### config.mk
export PLATFORM = sky130hd
export DESIGN_NAME = ibex_ex_wb_buffer
export DESIGN_NICKNAME = d
export VERILOG_FILES = /design/src/rtl/ibex_pkg.sv /design/src/rtl/ibex_ex_wb_fwd_mux.sv /design/src/rtl/ibex_ex_wb_buffer.sv
export SDC_FILE = /design/constraint.sdc
export NUM_CORES = 1
export LEC_CHECK = 0
export ABC_CLOCK_PERIOD_IN_PS = 7300
export CAP_MARGIN = 5
export CORE_MARGIN = 2
export CORE_UTILIZATION = 55
export CTS_BUF_LIST = sky130_fd_sc_hd__clkbuf_16
export CTS_CLUSTER_SIZE = 28
export DETAILED_ROUTE_END_ITERATION = 7
export GPL_ROUTABILITY_DRIVEN = 0
export GPL_TIMING_DRIVEN = 1
export PLACE_DENSITY_LB_ADDON = 0.12
export SYNTH_ARGS = -nofsm -noshare
export SYNTH_HDL_FRONTEND = slang
export SYNTH_SLANG_ARGS = --single-unit
export TNS_END_PERCENT = 5
### constraint.sdc
create_clock -name clk_i -period 7.3 [get_ports clk_i]
set_input_delay 1.46 -clock clk_i [delete_from_list [all_inputs] [get_ports clk_i]]
set_output_delay 1.46 -clock clk_i [all_outputs]
set_load 0.005 [all_outputs]
### src/rtl/ibex_pkg.sv
// Shared types for the EX->WB result buffer: buffered entry record and its parity helper.
package ibex_pkg;

   localparam int unsigned RegAddrW = 5;

   typedef struct packed {
      logic                we;
      logic [RegAddrW-1:0] addr;
      logic [31:0]         data;
   } wb_buf_entry_t;

   localparam wb_buf_entry_t EntryReset = '{we: 1'b0, addr: {RegAddrW{1'b0}}, data: 32'h0000_0000};

   // Odd parity: the returned bit makes the count of ones over {entry, bit} odd.
   function automatic logic wb_buf_parity(input wb_buf_entry_t entry);
      return ~(^entry);
   endfunction

endpackage

### src/rtl/ibex_ex_wb_fwd_mux.sv
// Youngest-match forwarding selector over the buffered EX results, walked oldest to youngest.
module ibex_ex_wb_fwd_mux
   import ibex_pkg::*;
#(
   parameter int unsigned Depth = 2,
   localparam int unsigned PtrW = $clog2(Depth),
   localparam int unsigned CntW = $clog2(Depth) + 1
) (
   input  wb_buf_entry_t       entries_i [Depth],
   input  logic [PtrW-1:0]     rd_ptr_i,
   input  logic [CntW-1:0]     count_i,
   input  logic [RegAddrW-1:0] fwd_addr_i,
   output logic                fwd_hit_o,
   output logic [31:0]         fwd_data_o
);

   logic [PtrW-1:0] idx_s;
   logic            match_s;

   // Later (younger) matches overwrite earlier ones, so the youngest hit wins.
   always_comb begin
      fwd_hit_o  = 1'b0;
      fwd_data_o = 32'h0000_0000;
      idx_s      = rd_ptr_i;
      match_s    = 1'b0;
      for (int i = 0; i < int'(Depth); i++) begin
         idx_s      = rd_ptr_i + PtrW'(i);
         match_s    = (CntW'(i) < count_i) && entries_i[idx_s].we &&
                      (entries_i[idx_s].addr == fwd_addr_i) &&
                      (fwd_addr_i != {RegAddrW{1'b0}});
         fwd_hit_o  = fwd_hit_o | match_s;
         fwd_data_o = match_s ? entries_i[idx_s].data : fwd_data_o;
      end
   end

endmodule

### src/rtl/ibex_ex_wb_buffer.sv
// In-order EX->WB result FIFO with decode forwarding lookup and setback/flush discard.
// Optional per-entry odd parity with sticky error flag: IBEX_EX_WB_BUFFER_PARITY_EN.
module ibex_ex_wb_buffer
   import ibex_pkg::*;
#(
   parameter int unsigned Depth = 2,
   parameter int unsigned AddrW = 5
) (
   input  logic                     clk_i,
   input  logic                     rst_i,
   input  logic                     setback_i,
   input  logic                     flush_i,
   input  logic                     in_valid_i,
   output logic                     in_ready_o,
   input  logic [31:0]              in_result_i,
   input  logic [AddrW-1:0]         in_rd_addr_i,
   input  logic                     in_rd_we_i,
   output logic                     out_valid_o,
   input  logic                     out_ready_i,
   output logic [AddrW-1:0]         out_rd_addr_o,
   output logic [31:0]              out_rd_wdata_o,
   output logic                     out_rd_we_o,
   input  logic [AddrW-1:0]         fwd_addr_i,
   output logic                     fwd_hit_o,
   output logic [31:0]              fwd_data_o,
   output logic [$clog2(Depth):0]   count_o
`ifdef IBEX_EX_WB_BUFFER_PARITY_EN
   ,
   output logic                     parity_err_o
`endif
);

   localparam int unsigned PtrW = $clog2(Depth);
   localparam int unsigned CntW = $clog2(Depth) + 1;

   wb_buf_entry_t       entries_r [Depth];
   wb_buf_entry_t       head_s;
   wb_buf_entry_t       new_s;
   logic [PtrW-1:0]     rd_ptr_r;
   logic [PtrW-1:0]     wr_ptr_r;
   logic [CntW-1:0]     count_r;
   logic [RegAddrW-1:0] last_addr_r;
   logic [31:0]         last_data_r;
   logic                push_s;
   logic                pop_s;
   logic                clear_s;

   assign clear_s     = setback_i | flush_i;
   assign in_ready_o  = (count_r < CntW'(Depth));
   assign out_valid_o = (count_r != {CntW{1'b0}});
   assign push_s      = in_valid_i & in_ready_o;
   assign pop_s       = out_valid_o & out_ready_i;
   assign head_s      = entries_r[rd_ptr_r];
   // x0 destinations are stored with we cleared so they never write or forward.
   assign new_s       = '{we:   in_rd_we_i & (in_rd_addr_i != {AddrW{1'b0}}),
                          addr: RegAddrW'(in_rd_addr_i),
                          data: in_result_i};

   // Pointers and occupancy; a flush/setback wins over any handshake in the same cycle.
   always_ff @(posedge clk_i or posedge rst_i) begin
      if (rst_i) begin
         rd_ptr_r <= {PtrW{1'b0}};
         wr_ptr_r <= {PtrW{1'b0}};
         count_r  <= {CntW{1'b0}};
      end else if (clear_s) begin
         rd_ptr_r <= {PtrW{1'b0}};
         wr_ptr_r <= {PtrW{1'b0}};
         count_r  <= {CntW{1'b0}};
      end else begin
         if (push_s) wr_ptr_r <= wr_ptr_r + PtrW'(1);
         if (pop_s)  rd_ptr_r <= rd_ptr_r + PtrW'(1);
         case ({push_s, pop_s})
            2'b10:   count_r <= count_r + CntW'(1);
            2'b01:   count_r <= count_r - CntW'(1);
            default: count_r <= count_r;
         endcase
      end
   end

   // Entry storage.
   always_ff @(posedge clk_i or posedge rst_i) begin
      if (rst_i) begin
         for (int i = 0; i < int'(Depth); i++) entries_r[i] <= EntryReset;
      end else if (push_s && !clear_s) begin
         entries_r[wr_ptr_r] <= new_s;
      end
   end

   // Remembers the last presented head so addr/data hold once the buffer drains.
   always_ff @(posedge clk_i or posedge rst_i) begin
      if (rst_i) begin
         last_addr_r <= {RegAddrW{1'b0}};
         last_data_r <= 32'h0000_0000;
      end else if (out_valid_o) begin
         last_addr_r <= head_s.addr;
         last_data_r <= head_s.data;
      end
   end

   assign out_rd_addr_o  = AddrW'(out_valid_o ? head_s.addr : last_addr_r);
   assign out_rd_wdata_o = out_valid_o ? head_s.data : last_data_r;
   assign out_rd_we_o    = out_valid_o & head_s.we;
   assign count_o        = count_r;

   ibex_ex_wb_fwd_mux #(
      .Depth (Depth)
   ) u_fwd_mux (
      .entries_i  (entries_r),
      .rd_ptr_i   (rd_ptr_r),
      .count_i    (count_r),
      .fwd_addr_i (RegAddrW'(fwd_addr_i)),
      .fwd_hit_o  (fwd_hit_o),
      .fwd_data_o (fwd_data_o)
   );

`ifdef IBEX_EX_WB_BUFFER_PARITY_EN
   logic [Depth-1:0] par_r;
   logic             par_err_r;
   logic             par_mismatch_s;

   assign par_mismatch_s = out_valid_o & (wb_buf_parity(head_s) != par_r[rd_ptr_r]);

   // Parity bit captured alongside each entry at push time.
   always_ff @(posedge clk_i or posedge rst_i) begin
      if (rst_i) begin
         par_r <= {Depth{1'b0}};
      end else if (push_s && !clear_s) begin
         par_r[wr_ptr_r] <= wb_buf_parity(new_s);
      end
   end

   // Sticky error: only reset or setback clears it, a plain flush does not.
   always_ff @(posedge clk_i or posedge rst_i) begin
      if (rst_i) begin
         par_err_r <= 1'b0;
      end else if (setback_i) begin
         par_err_r <= 1'b0;
      end else if (par_mismatch_s) begin
         par_err_r <= 1'b1;
      end
   end

   assign parity_err_o = par_err_r;
`endif

endmodule

==> results of run 1 <==
==> layout make-up <==
type,instances,area (sq um),share of cell area
clock buffers,17,425,0.0541
well taps,140,175,0.0223
inverters,7,28.8,0.00366
flip-flops and latches,117,2930,0.373
repair buffers,129,1280,0.162
clock inverters,15,85.1,0.0108
multi-input cells,298,2940,0.374
==> cells by family after synthesis <==
kind of cell | Yosys count
DFF | 117
AOI/OAI and AO/OA | 8
buffers and inverters | 36
muxes | 218
and+or+nand+nor | 56
xor gates and xnor gates | 14
adders and majority gates | 2
==> state kept, by name, indices dropped and copies added, names as in the netlist <==
register	count
last_data_r	32
count_o	2
last_addr_r	5
rd_ptr_r	1
entries_r	76
wr_ptr_r	1
==> power groups by stage <==
stage               clock (W)  combinational [W]  sequential (W)
floorplan                   0           0.000399        0.000923
global placement            0           0.000697        0.000941
detailed placement          0           0.000713        0.000955
CTS                  0.000732           0.000719        0.000947
global route         0.000761           0.000767        0.000972
finish               0.000716           0.000711        0.000947
==> critical path, delay by kind of cell <==
kind / cells / cell delay [ns]
xor gates and xnor gates: 1 / 0.42
buffers and inverters: 3 / 1.50
muxes: 1 / 0.26
and+or+nand+nor: 2 / 0.68
==> final timing paths <==
path	from	end	slack, ns
max	fwd_addr_i[0]	fwd_data_o[31]	1.51
min	last_data_r[27]	last_data_r[27]	0.49
max reg2reg	rd_ptr_r	last_data_r[20]	5.00
min reg2reg	last_data_r[27]	last_data_r[27]	0.49
max in group asynchronous	rst_i	rd_ptr_r	4.38
min in group asynchronous	rst_i	entries_r[3]	1.52
==> metal layers <==
metal | up-vias | share of wire
met5 | - | 0
li1 | 1887 | -
met3 | 19 | 0.045
met1 | 2075 | 0.45
met4 | 0 | 0.015
met2 | 107 | 0.49
==> stage by stage <==
| step | worst slack [ns] | util | instances | cell area, sq um | power, W |
|---|---|---|---|---|---|
| after floorplan | 2.74 | - | 451 | 6070 | 0.00132 |
| after global placement | 1.53 | 0.682 | 691 | 7360 | 0.00164 |
| after detailed placement | 1.49 | 0.682 | 691 | 7360 | 0.00167 |
| after CTS | 1.49 | 0.729 | 723 | 7870 | 0.00240 |
| after global routing | 1.33 | 0.729 | 723 | 7870 | 0.00250 |
| final | 1.51 | 0.729 | 723 | 7870 | 0.00237 |
==> layout by cell type (no fill, tap or decap), drive strengths merged, types with 6 or more instances in the layout <==
cell,netlist,routed
clkbuf,8,17
clkdlybuf4s50,0,123
nand3,25,25
nand4,9,9
clkinv,0,7
inv,7,14
xor2,10,10
mux2i,73,73
mux2,145,145
dfrtp,117,117
buf,21,6
==> impl_summary.md, run 1 <==
Run status
The flow ran to the end, and the final reports show no timing, DRC or antenna violations.

GRT
For met2 alone, demand over resource in global routing was 0.390. The first global-routing pass estimated 21.7 mm of wire. Entering global routing, the biggest net connects 66 pins.

For this run the aggregate overflow at the end of global routing stands at 0. The global routing stage identified its most utilized layer as met2. For met3 alone, demand over resource in global routing was 0.0568. The initial antenna violation count was 0. The global-route usage over all layers is 0.242. The number of global-route vias before repair is 4274.

In the global route stage, met1 resource usage came out at 0.320.

Setup path
The slowest stage cell on the critical path is sky130_fd_sc_hd__clkdlybuf4s50_1. In this run the worst path has a maximum fanout of 14. The critical path is of the primary input to output port type.

The endpoint arrival time on the critical path is 4.33 ns. The worst setup path is launched from a primary input. STA puts the critical path data required time at 5.84 ns.

The worst reg-to-reg path cell count is 3. On the worst path, the slowest cell contributes a delay of 0.61 ns. The capturing element type of the critical path is an output port. In this design, the critical path's most frequently occurring cell is sky130_fd_sc_hd__clkdlybuf4s50_1. Traced cell by cell, the critical path runs through clkdlybuf4s50_1, xor2_2, nor3b_4, buf_4, nand3_1, mux2i_1, clkdlybuf4s50_1.

Final layout
The area growth from synthesis to final layout is 29.6%. After filler insertion, the fill cell instance count of the layout stands at 769. The ratio of cells with drive above 1 in the final layout is 0.312. The antenna cell count is 0. The count of nets after finishing is 621.

Detailed routing
After detailed routing, the number of remaining DRC violations is 0. The per-cell via count in the routed design is 5.65. The average wire per cell in the routed design is 19.0 um. The iteration-0 DRC count of the detailed router is 150. The total wirelength of the detailed-routed design is 13.7 mm.

The count of nets left with antenna violations once routing finished came out at 0. Summing over every cut layer, the via total after detailed routing is 4088. The first-pass detailed-route iteration total is 4.

Logic synthesis
After synthesis, the largest family of logic cells by area is multiplexers. The number of distinct standard cells referenced by the synthesized netlist is 35. The sequential-to-total area share from yosys stat is 0.482. Of the total synthesized cell area, the portion taken by XOR and XNOR cells is 0.0214.

The total number of yosys warnings is 0. The commonest cells after synthesis are sky130_fd_sc_hd__mux2_2, sky130_fd_sc_hd__dfrtp_1, sky130_fd_sc_hd__mux2i_1. Sorting the synthesized cells by area gives the leading types as sky130_fd_sc_hd__dfrtp_1, sky130_fd_sc_hd__mux2_2, sky130_fd_sc_hd__mux2i_1, sky130_fd_sc_hd__nand3_1, sky130_fd_sc_hd__xor2_1. The top-area cell type share of the netlist area is 0.482. Averaged over all synthesized cells, the footprint is 13.5 sq um. In this run, synthesis inferred 0 flip-flops with an integrated enable. After synthesis the cells add up to 6070 sq um. The leading cell type by number of instances after synthesis is sky130_fd_sc_hd__mux2_2. Of all cell types, the one taking the most synthesized area is sky130_fd_sc_hd__dfrtp_1. In this run, synthesis produced a sequential element count of 117.

The synthesized-area fraction occupied by ao, oa, aoi and oai cells is 0.00969. Counting flops with an async set or reset pin after synthesis yields a share of 1.00. The cell count after synthesis came out at 451.

For this run, the leading register cell type out of synthesis is sky130_fd_sc_hd__dfrtp_1. The adder-cell share of the synthesized area is 0.00412. The simple-gate share of the synthesized area is 0.0569. The synthesized net count is 502. The mux contribution to synthesized area is 0.390.

Floorplan
The die is 109 um wide. The floorplan step defined a die boundary enclosing 11900 sq um. 124 I/O pins were placed. The initial core utilization is 0.562. After floorplanning, the core was sized to cover 10800 sq um. The die is 109 um tall. The number of rows created at floorplan is 38.

Pwr
The internal power is 0.00174 W. In this run the power spent charging and discharging nets is 0.000638 W. Of the total power, registers draw 0.399.

The net switching share of the total power is 0.269. Across the VDD grid, the largest voltage drop is 0.230 mV. The power per unit of standard cell area is 302 nW/um^2. The static leakage is 3.13 nW.

The share of total power dissipated in the clock network is 0.302. The share of total power dissipated in combinational logic is 0.299.

Clocking
The number of buffers inserted during clock tree synthesis is 17. TritonCTS built the clock tree. The clock passes through at most 2 buffers. The number of levels in the clock H-tree is 4. The clock insertion delay at the later pin of the skew report is 0.41 ns. The clock transition at the registers of the reported paths is 0.05 ns. For this design, the CTS-stage hold fixing added 0 buffers. The clock sink count is 117. Post-CTS repair changed the size of 0 cells. The tree is rooted in a sky130_fd_sc_hd__clkbuf_16. After clock tree synthesis, the setup repair step added 0 buffers.

Flow run
The number of violations of the max-capacitance limit is 0.

Placement
During placement, the flow inserted port buffers numbering 123. The detailed-placement wirelength estimate is 8.65 mm.

STA
The number of pins with negative max-slew slack in the final report is 0. Setup repair after global routing left no endpoint under its margin. The setup TNS is 0 ns. The worst path needs 5.79 ns of the cycle, external delays included. The ratio of final minimum period to clock period is 0.793. The final number of setup-violating endpoints is 0. The worst-case headroom to the max-slew limit is 0.281. The maximum clock frequency is 0.173 GHz.

Final hold analysis gives a worst-case slack of 0.493 ns. The pin slew with the least headroom to its limit is 1.07 ns. The number of hold violations in the final report is 0.

Between clock sinks in the finished design, the worst skew comes to 0.0101 ns.

Hold path
In this run the worst hold path is classified as register to register. Counting instances, the worst hold path has a depth of 1.
Note: power is estimated with default switching activity, not from simulation.
==> run 2: changes to the inputs <==
Settings changed: ABC_CLOCK_PERIOD_IN_PS 7300 to 5700, CORE_UTILIZATION 55 to 52.
Clock period 7.3 ns to 5.7 ns, I/O delays scaled along.
==> impl_summary.md, run 2 (synthesis gave the netlist of run 1 again) <==
Floorplan
The die span in y came to 112 um (+2.7%). The count of pins on the block boundary is 124 (unchanged). The standard cell core area is 11400 sq um (+5.8%).

The area of the die is 12600 sq um (+5.6%). The overall die width is 112 um (+2.7%). The number of rows created at floorplan is 39 (+2.6%). The initial core utilization is 0.532 (-0.0308).

Pwr
The static leakage is 3.14 nW (+0.51%). The power per unit of standard cell area is 388 nW/um^2 (+28%). The maximum VDD drop is 0.316 mV (+37%).

Setup path
The endpoint required time on the critical path is 4.56 ns (-1.28 ns). The capturing element type of the critical path is an output port. The maximum fanout along the worst path is 13 (-1). The worst setup path is launched from a primary input. The endpoint arrival time on the critical path is 4.42 ns (+0.09 ns).

The reg-to-reg startpoint is count_o[1]. The critical path startpoint is fwd_addr_i[2]. The critical path in this run is classified as primary input to output port.

Clocking
The number of buffers inserted during clock tree synthesis is 17 (unchanged). The clock insertion delay at the later pin of the skew report came to 0.41 ns (about the same). The TritonCTS clock tree is built. The largest buffer count on any clock path is 2 (unchanged).

The hold buffer count at CTS is 0 (unchanged). The cell sitting at the root of the clock tree is a sky130_fd_sc_hd__clkbuf_16. The clock transition at the registers of the reported paths is 0.05 ns (about the same).

The post-CTS setup repair buffer count was 0 (unchanged). The number of levels in the clock H-tree is 4 (unchanged). The quantity of gates resized following cts was 0 (unchanged). The clock sink count is 117 (unchanged).

Detailed routing
The number of remaining DRC errors is 0 (unchanged). The first-pass detailed-route iteration total is 4 (unchanged). The iteration-0 DRC count of the detailed router came to 173 (+15%).

The total wirelength of the detailed-routed design is 14.1 mm (+2.7%). The total via count after detailed routing is 4076 (-0.29%). The post-route antenna net violation count came to 0 (unchanged). The per-cell via count in the routed design is 5.57 (-1.5%). The average wire per cell in the routed design is 19.3 um (+1.4%).

STA
The pin slew with the least headroom to its limit came to 1.23 ns (+0.151 ns). The final worst hold slack came to 0.493 ns (+0.000524 ns). Setup repair after global routing left no endpoint under its margin.

The ratio of final minimum period to clock period is 0.976. The minimum clock period is 5.56 ns. The setup TNS is 0 ns (unchanged). The final number of setup-violating endpoints is 0 (unchanged). The number of hold violations in the final report is 0 (unchanged).

Derived from the worst setup path, the maximum achievable clock frequency is 0.180 GHz. The worst clock skew on the final layout is 0.00848 ns (-0.00167 ns). The number of pins with negative max-slew slack in the final report came to 0 (unchanged). The worst-case headroom to the max-slew limit is 0.180 (-0.101).

Final layout
Counting flops per register, the top entry is entries_r. The ratio of cells with drive above 1 in the final layout was 0.328 (+0.0155). The library cells used most frequently in the layout, excluding fill and tap cells, are sky130_fd_sc_hd__mux2_2, sky130_fd_sc_hd__clkdlybuf4s50_1, sky130_fd_sc_hd__dfrtp_1, sky130_fd_sc_hd__mux2i_1, sky130_fd_sc_hd__nand3_1.

The count of nets after finishing is 627 (+0.97%). In the final layout, the registers with the most flip-flops are entries_r: 76 flops, last_data_r: 32 flops, last_addr_r: 5 flops. Leaving out fill and tap cells, the most frequent cell in the layout is sky130_fd_sc_hd__mux2_2. The number of flip-flops in the largest register is 76 (unchanged).

The antenna cell count is 0 (unchanged). The area growth from synthesis to final layout is 30.6%. The final-layout fill cell count is 870 (+13%).

GRT
The maximum number of pins on one net before global-route repair is 82 (+24%). The global-route congestion overflow total is 0 (unchanged). The initial antenna violation count is 0 (unchanged). The layer with the highest usage is met2. The met1 track demand over resource in global routing is 0.303 (-0.0179). The number of global-route vias before repair is 4456 (+4.3%). The met3 track utilization from global routing is 0.0837 (+0.0269). The global-route usage over all layers is 0.238 (-0.00405). The global-route track usage on met2 was 0.394 (+0.00437).

The first-pass GRT wire length was 23.2 mm (+6.9%).

Hold path
The startpoint identified for the worst hold timing path is last_data_r[24]. The path class of the tightest hold or removal check is register to register.

Placement
The count of input and output buffers is 123 (unchanged). The detailed-placement wirelength estimate was 9.24 mm (+6.8%).

Run status
The run finished with clean final reports.

Flow run
The number of violations of the max-capacitance limit came to 0 (unchanged).
-- run 2: cell types whose count changed in the layout (fill, tap and decap cells not counted), sizes merged --
cell and delta:
buf +6, clkinv -1, clkinvlp +4, inv -3
-- run 2: final timing paths --
| check | to | slack, ns | cells past startpoint |
|---|---|---|---|
| max reg2reg | entries_r[15] | 3.43 | 4 |
| min | last_data_r[24] | 0.49 | 1 |
| min reg2reg | last_data_r[24] | 0.49 | 1 |
| max | fwd_data_o[31] | 0.14 | 8 |
| min in group asynchronous | last_data_r[22] | 1.31 | 2 |
| max in group asynchronous | last_data_r[12] | 3.28 | 3 |
-- run 2: stage by stage --
| stage | util | area, sq um | cells | power [W] | worst slack, ns |
|---|---|---|---|---|---|
| after CTS | 0.695 | 7930 | 732 | 0.00311 | 0.111 |
| after global placement | 0.648 | 7400 | 700 | 0.00211 | 0.236 |
| after detailed placement | 0.648 | 7400 | 700 | 0.00215 | 0.126 |
| final | 0.695 | 7930 | 732 | 0.00307 | 0.139 |
| after global routing | 0.695 | 7930 | 732 | 0.00325 | 0.0108 |
| after floorplan | - | 6070 | 451 | 0.00169 | 1.46 |
-- run 2: per-layer routing --
metal  wire length, um  part of all wire
met5                 0                 0
met4               119            0.0084
met3               789             0.056
met2              7020              0.50
met1              6170              0.44
-- run 2: critical path, stage by stage --
cell and delay [ns]:
sky130_fd_sc_hd__clkdlybuf4s50_1 0.54, sky130_fd_sc_hd__or4_1 0.17, sky130_fd_sc_hd__o2111ai_2 0.11, sky130_fd_sc_hd__nand2b_1 0.21, sky130_fd_sc_hd__nor4b_4 1.00, sky130_fd_sc_hd__buf_4 0.44
sky130_fd_sc_hd__mux2i_1 0.27, sky130_fd_sc_hd__clkdlybuf4s50_1 0.53
-- run 2: layout make-up --
type,instances,area (sq um),area share
well taps,143,179,0.0226
multi-input cells,298,2940,0.371
repair buffers,135,1320,0.167
inverters,7,28.8,0.00363
clock buffers,17,425,0.0536
flip-flops and latches,117,2930,0.370
clock inverters,15,101,0.0128
-- run 2: report_power, final --
part,leakage [nW],switching [W],internal (W)
sequential,1.44,0.000125,0.00109
clock,0.262,0.000361,0.000583
combinational,1.44,0.000355,0.000563
total,3.14,0.000841,0.00223
==> run 3: changes to the inputs <==
Settings changed: SLEW_MARGIN from default to 5.
==> results of run 3 <==
Same layout as run 2: the final DEF is identical, and so are final timing and power.
